<file path="src/rtl/spi_slave_fsm.sv">
// SPI slave front end: assembles 10-bit {cmd, payload} words from MOSI and
// shifts RAM read data out on MISO after a read-data command.
module spi_slave_fsm #(
  parameter int WORD_W = 10,
  parameter int TX_W   = 8
) (
  input  logic              clk,
  input  logic              rst,
  input  logic              SS_n,
  input  logic              MOSI,
  output logic              MISO,
  output logic [WORD_W-1:0] rx_data,
  output logic              rx_valid,
  input  logic [TX_W-1:0]   tx_data,
  input  logic              tx_valid
);

  localparam int BC_W = $clog2(WORD_W);
  localparam int TC_W = $clog2(TX_W);
  localparam logic [BC_W-1:0] LAST_BIT = BC_W'(WORD_W - 2);
  localparam logic [TC_W-1:0] TX_LAST  = TC_W'(TX_W - 1);

  typedef enum logic [2:0] {
    S_IDLE,
    S_CHK_CMD,
    S_WRITE,
    S_READ_ADD,
    S_READ_DATA
  } state_t;

  state_t            r_state;
  logic [WORD_W-2:0] r_shift;
  logic [BC_W-1:0]   r_bit_cnt;
  logic              r_word_done;
  logic              r_rd_addr_done;
  logic              r_tx_busy;
  logic              r_tx_done;
  logic [TX_W-1:0]   r_tx_shift;
  logic [TC_W-1:0]   r_tx_cnt;
  logic              r_miso;
  logic              r_rx_valid;
  logic [WORD_W-1:0] r_rx_data;

  logic w_abort;
  logic w_last_bit;

  assign w_abort    = (r_state != S_IDLE) && SS_n;
  assign w_last_bit = (r_bit_cnt == LAST_BIT);

  assign MISO     = r_miso;
  assign rx_valid = r_rx_valid;
  assign rx_data  = r_rx_data;

  always_ff @(posedge clk) begin
    if (rst) begin
      r_state        <= S_IDLE;
      r_shift        <= '0;
      r_bit_cnt      <= '0;
      r_word_done    <= 1'b0;
      r_rd_addr_done <= 1'b0;
      r_tx_busy      <= 1'b0;
      r_tx_done      <= 1'b0;
      r_tx_shift     <= '0;
      r_tx_cnt       <= '0;
      r_miso         <= 1'b0;
      r_rx_valid     <= 1'b0;
      r_rx_data      <= '0;
    end else begin
      r_rx_valid <= 1'b0;
      if (w_abort) begin
        // Abort drops any partial word; rd_addr_done deliberately survives.
        r_state     <= S_IDLE;
        r_bit_cnt   <= '0;
        r_word_done <= 1'b0;
        r_tx_busy   <= 1'b0;
        r_tx_done   <= 1'b0;
        r_miso      <= 1'b0;
      end else begin
        case (r_state)
          S_IDLE: begin
            if (!SS_n) r_state <= S_CHK_CMD;
          end
          S_CHK_CMD: begin
            r_shift     <= {{(WORD_W-2){1'b0}}, MOSI};
            r_bit_cnt   <= '0;
            r_word_done <= 1'b0;
            r_tx_busy   <= 1'b0;
            r_tx_done   <= 1'b0;
            if (!MOSI)               r_state <= S_WRITE;
            else if (r_rd_addr_done) r_state <= S_READ_DATA;
            else                     r_state <= S_READ_ADD;
          end
          S_WRITE, S_READ_ADD, S_READ_DATA: begin
            if (!r_word_done) begin
              r_shift   <= {r_shift[WORD_W-3:0], MOSI};
              r_bit_cnt <= r_bit_cnt + 1'b1;
              if (w_last_bit) begin
                r_rx_data   <= {r_shift, MOSI};
                r_rx_valid  <= 1'b1;
                r_word_done <= 1'b1;
                if (r_state == S_READ_ADD) r_rd_addr_done <= 1'b1;
              end
            end else if (r_state == S_READ_DATA && !r_tx_done) begin
              if (!r_tx_busy) begin
                if (tx_valid) begin
                  r_miso     <= tx_data[TX_W-1];
                  r_tx_shift <= {tx_data[TX_W-2:0], 1'b0};
                  r_tx_cnt   <= TX_LAST;
                  r_tx_busy  <= 1'b1;
                end
              end else if (r_tx_cnt != '0) begin
                r_miso     <= r_tx_shift[TX_W-1];
                r_tx_shift <= {r_tx_shift[TX_W-2:0], 1'b0};
                r_tx_cnt   <= r_tx_cnt - 1'b1;
                if (r_tx_cnt == TC_W'(1)) r_rd_addr_done <= 1'b0;
              end else begin
                r_miso    <= 1'b0;
                r_tx_busy <= 1'b0;
                r_tx_done <= 1'b1;
              end
            end
          end
          default: r_state <= S_IDLE;
        endcase
      end
    end
  end

endmodule

</file>
<file path="config.mk">
export PLATFORM = sky130hd
export DESIGN_NAME = spi_slave_fsm
export DESIGN_NICKNAME = d
export VERILOG_FILES = /design/src/rtl/spi_slave_fsm.sv
export SDC_FILE = /design/constraint.sdc
export NUM_CORES = 1
export LEC_CHECK = 0
export CORE_MARGIN = 10
export CORE_UTILIZATION = 44
export CTS_CLUSTER_DIAMETER = 100
export DETAILED_ROUTE_END_ITERATION = 8
export PLACE_DENSITY = 0.66
export SYNTH_ARGS = -nofsm -noshare
export SYNTH_HDL_FRONTEND = slang
export SYNTH_SLANG_ARGS = --single-unit
export TNS_END_PERCENT = 30
</file>
<file path="constraint.sdc">
create_clock -name clk -period 4.4 [get_ports clk]
set_input_delay 0.88 -clock clk [delete_from_list [all_inputs] [get_ports clk]]
set_output_delay 0.88 -clock clk [all_outputs]
set_load 0.02 [all_outputs]
</file>
==> summary.md <==
| Metric | Value |
|---|---|
| Initial antenna violation count | 0 |
| Internal power | 0.5746 mW |
| Synth warn | 0 |
| Switching share of power | 0.2289 |
| Final Wtd Congestion | between 0.7 and 0.8 |
| Initial core utilization | 0.4540 |
| RSZ-0062 raised after global routing | no |
| CTS tree | built |
| Grt total ovfl | 0 |
| Setup repair bufs after CTS | 0 |
| Setup TNS | 0 ns |
| Worst Hold Depth | 2 |
| Top-count cell post-synth | dfxtp_1 |
| Vias per cell | between 5 and 6 |
| Clk root buf | clkbuf_8 |
| Area growth syn-to-layout | 17.91% |
| Fmax | between 0.4 and 0.5 GHz |
| GRT Util Overall | 0.1121 |
| Largest family of logic cells by synthesized area | simple AND/OR/NAND/NOR gates |
| Critical Path End Type | flip-flop |
| Mean area per synthesized cell | 8.964 um^2 |
| Layout cells sized above 1 | 0.06329 |
| H-tree levels | 2 |
| Nets | ~250 |
| Sequential Power Share | 0.524 |
| Post-Syn Area | roughly 2000 um^2 |
| CP arrival | ~2.7 ns |
| Detailed-router iteration count before antenna repair | 4 |
| Ant. Diodes | 0 |
| Period utilization | 0.5659 |
| I/O pin total | 25 |
| Hold_sp | r_shift[8]$_SDFFE_PP0P_ |
| Die Width | 86.80 um |
| Port-buffer cells | 24 |
| Hold Buf Count CTS | 0 |
| Simple-Gate Fraction of Synth Area | 0.2014 |
| Post-synth top flop | dfxtp_1 |
| Slowest stage cell, crit path | a2111oi_4 |
| Sw Pwr | ~0.17 mW |
| Die H | roughly 87 um |
| Dpl ws | approximately 1.6 ns |
| Post-synthesis adder-cell area fraction | 0.03187 |
| Pwr per Cell Area | 322.0 nW/um^2 |
| Relative slew slack | 0.3532 |
| Reg clk slew, reported paths | approximately 0.080 ns |
| DRC viols | 0 |
| Hold path endpoint | r_shift[8]$_SDFFE_PP0P_ |
| Min Tclk post-route | 2.490 ns |
| Logic pwr share | 0.068 |
| R2R cell count | 4 |
| Routed wire per std cell | approximately 14 um |
| Setup slack after layout | about 1.9 ns |
| XOR/XNOR Fraction of Synth Area | 0.004461 |
| Top cells by count, synth | 42 x dfxtp_1, 25 x nor2_1, 20 x a21oi_1, 17 x mux2i_1, 14 x nand2_1 |
| Slew Limit Fails | 0 |
| Asr flop ratio synth | 0 |
| Setup violators final | 0 |
| Seq cells post-synth | 42 |
| Worst reg2reg endpoint | rx_data[3]$_SDFFE_PP0P_ |
| Vias in the first global route | roughly 1500 |
| DR iter-0 viols | between 60 and 70 |
| Vias | 1551 |
| Hold Crit Class | reg -> reg |
| Gate Count Post-Synth | 219 |
| HPWL Detailed | 2781 um |
| Worst EP required | about 4.6 ns |
| CTS max path bufs | 2 |
| Largest net degree at the start of global routing | 33 |
| Fin util | 0.5353 |
| Clock Sinks | between 40 and 50 |
| Die area | ~7500 um^2 |
| Synth unique cells | 43 |
| Setup Skew | around 0.008 ns |
| Fillers | roughly 430 |
| Leak pwr | about 0.75 nW |
| First-pass GRT wire length | between 6000 and 7000 um |
| Critical path, cell by cell | or3b_1 -> a2111oi_4 -> mux2i_1 -> nor2_1 |
| Compound-cell area share of the yosys netlist | 0.1899 |
| Post-synth EDFFs | 0 |
| Mux contribution to synthesized area | 0.08668 |
| Yosys top cell by area | dfxtp_1 |
| Worst-Margin Slew | about 0.97 ns |
| Highest fanout seen on the critical path | 19 |
| Inserted Clock Buffers | 5 |
| Post-cts gate resize count | 0 |
| Clock power share | 0.408 |
| Highest cell delay on the worst timing path | 0.88 ns |
| # rows | 24 |
| Status | finished, final reports clean |
| Top cells by area, synth | dfxtp_1 43%, mux2i_1 8.7%, a21oi_1 5.1% |
| Syn nets | between 200 and 250 |
| R2R setup slack | around 1.9 ns |
| Sequential-to-total area share from yosys stat | 0.4283 |
| Startpoint types | flip-flop |
| Top-area cell type share of the netlist area | 0.4283 |
| Reg2reg start | r_state[2]$_SDFFE_PP0P_ |
| Later-pin clock latency in the skew report | 0.30 ns |
| Critical path type | reg -> reg |
| Post-route ant nets | 0 |
| Endpoints failing hold | 0 |
| Max VDD drop | ~0.00016 V |
| Core ar. | 4324 um^2 |
| MaxCap Viol Count | 0 |
| Final WL | 3938 um |
## metrics by stage
| stage | std cells | total power, mW | hold WS, ns | cell area, um^2 |
|---|---|---|---|---|
| final | 289 | 0.7452 | 0.4546 | 2315 |
| after global routing | 289 | 0.7771 | 0.4888 | 2315 |
| after CTS | 289 | 0.7545 | 0.4586 | 2315 |
| after detailed placement | 281 | 0.4505 | 0.4469 | 2205 |
| after global placement | 281 | 0.4505 | 0.4470 | 2205 |
| after floorplan | 219 | 0.4296 | 0.4316 | 1963 |
## cells by family after synthesis
family,Yosys count
AO/OA/AOI/OAI,52
XOR/XNOR,1
adder cells (fa/ha/maj),5
buffers and inverters,25
flip-flops,42
multiplexers,17
AND/OR/NAND/NOR,77
## power groups by stage
stage | logic, mW | registers [mW] | clock network, mW
global route | 0.0563 | 0.391 | 0.330
CTS | 0.0514 | 0.390 | 0.313
global placement | 0.0511 | 0.399 | 0
finish | 0.0508 | 0.390 | 0.304
detailed placement | 0.0511 | 0.399 | 0
floorplan | 0.0362 | 0.393 | 0
## worst max-delay path: cells and delay by family, from the launching register on
kind	cells	cell delay (ns)
compound gates	1	0.88
flops	1	0.66
simple gates	2	0.56
mux	1	0.27
## layer usage
| layer | part of all wire | routed length (um) | track usage | up-vias |
|---|---|---|---|---|
| met2 | 0.44 | 1744 | 0.1732 | 23 |
| met4 | 0.014 | 57 | 0.03976 | 0 |
| li1 | - | - | - | 813 |
| met1 | 0.49 | 1928 | 0.1361 | 708 |
| met5 | 0 | 0 | 0 | - |
| met3 | 0.053 | 207 | 0.04597 | 7 |
## flip-flops by register name (all words and copies together), names as in the netlist
| register | cells |
|---|---|
| rx_data | 10 |
| r_shift | 9 |
| r_tx_shift | 7 |
| r_bit_cnt | 4 |
| r_state | 3 |
| r_tx_cnt | 3 |
| MISO | 1 |
| r_rd_addr_done | 1 |
| r_tx_busy | 1 |
| r_tx_done | 1 |
| r_word_done | 1 |
| rx_valid | 1 |
## final cells by class
type / count / area (um^2) / share of cell area
clock buffers: 6 / 72.57 / 0.03135
clock inverters: 2 / 37.54 / 0.01622
inverters: 9 / 33.78 / 0.01459
multi-input cells: 152 / 1010 / 0.4362
flip-flops and latches: 42 / 840.8 / 0.3632
well taps: 52 / 65.06 / 0.02811
repair buffers: 26 / 255.2 / 0.1103
## worst max path at each step
stage                                 start                       to  slack, ns  depth (start not counted)
floorplan           r_state[2]$_SDFFE_PP0P_  rx_data[0]$_SDFFE_PP0P_       2.62                          7
global placement                       SS_n  rx_data[5]$_SDFFE_PP0P_       1.61                          4
detailed placement                     SS_n  rx_data[2]$_SDFFE_PP0P_       1.58                          4
CTS                 r_state[2]$_SDFFE_PP0P_  rx_data[2]$_SDFFE_PP0P_       1.88                          4
global route        r_state[2]$_SDFFE_PP0P_  rx_data[6]$_SDFFE_PP0P_       1.68                          4
finish              r_state[2]$_SDFFE_PP0P_  rx_data[3]$_SDFFE_PP0P_       1.91                          4
## cells in the final DEF (no fill, tap or decap), types with 3 or more instances in the layout
cell	n
a211oi_1	9
nand2_1	14
a21oi_1	20
inv_1	9
nor2b_1	3
dfxtp_1	42
nand2b_1	7
ha_1	5
nor2_1	25
o21ai_0	6
nor3_1	5
nand3_1	11
clkbuf_8	5
clkdlybuf4s50_1	24
mux2i_1	17
Power figures use the tool's default switching activity.
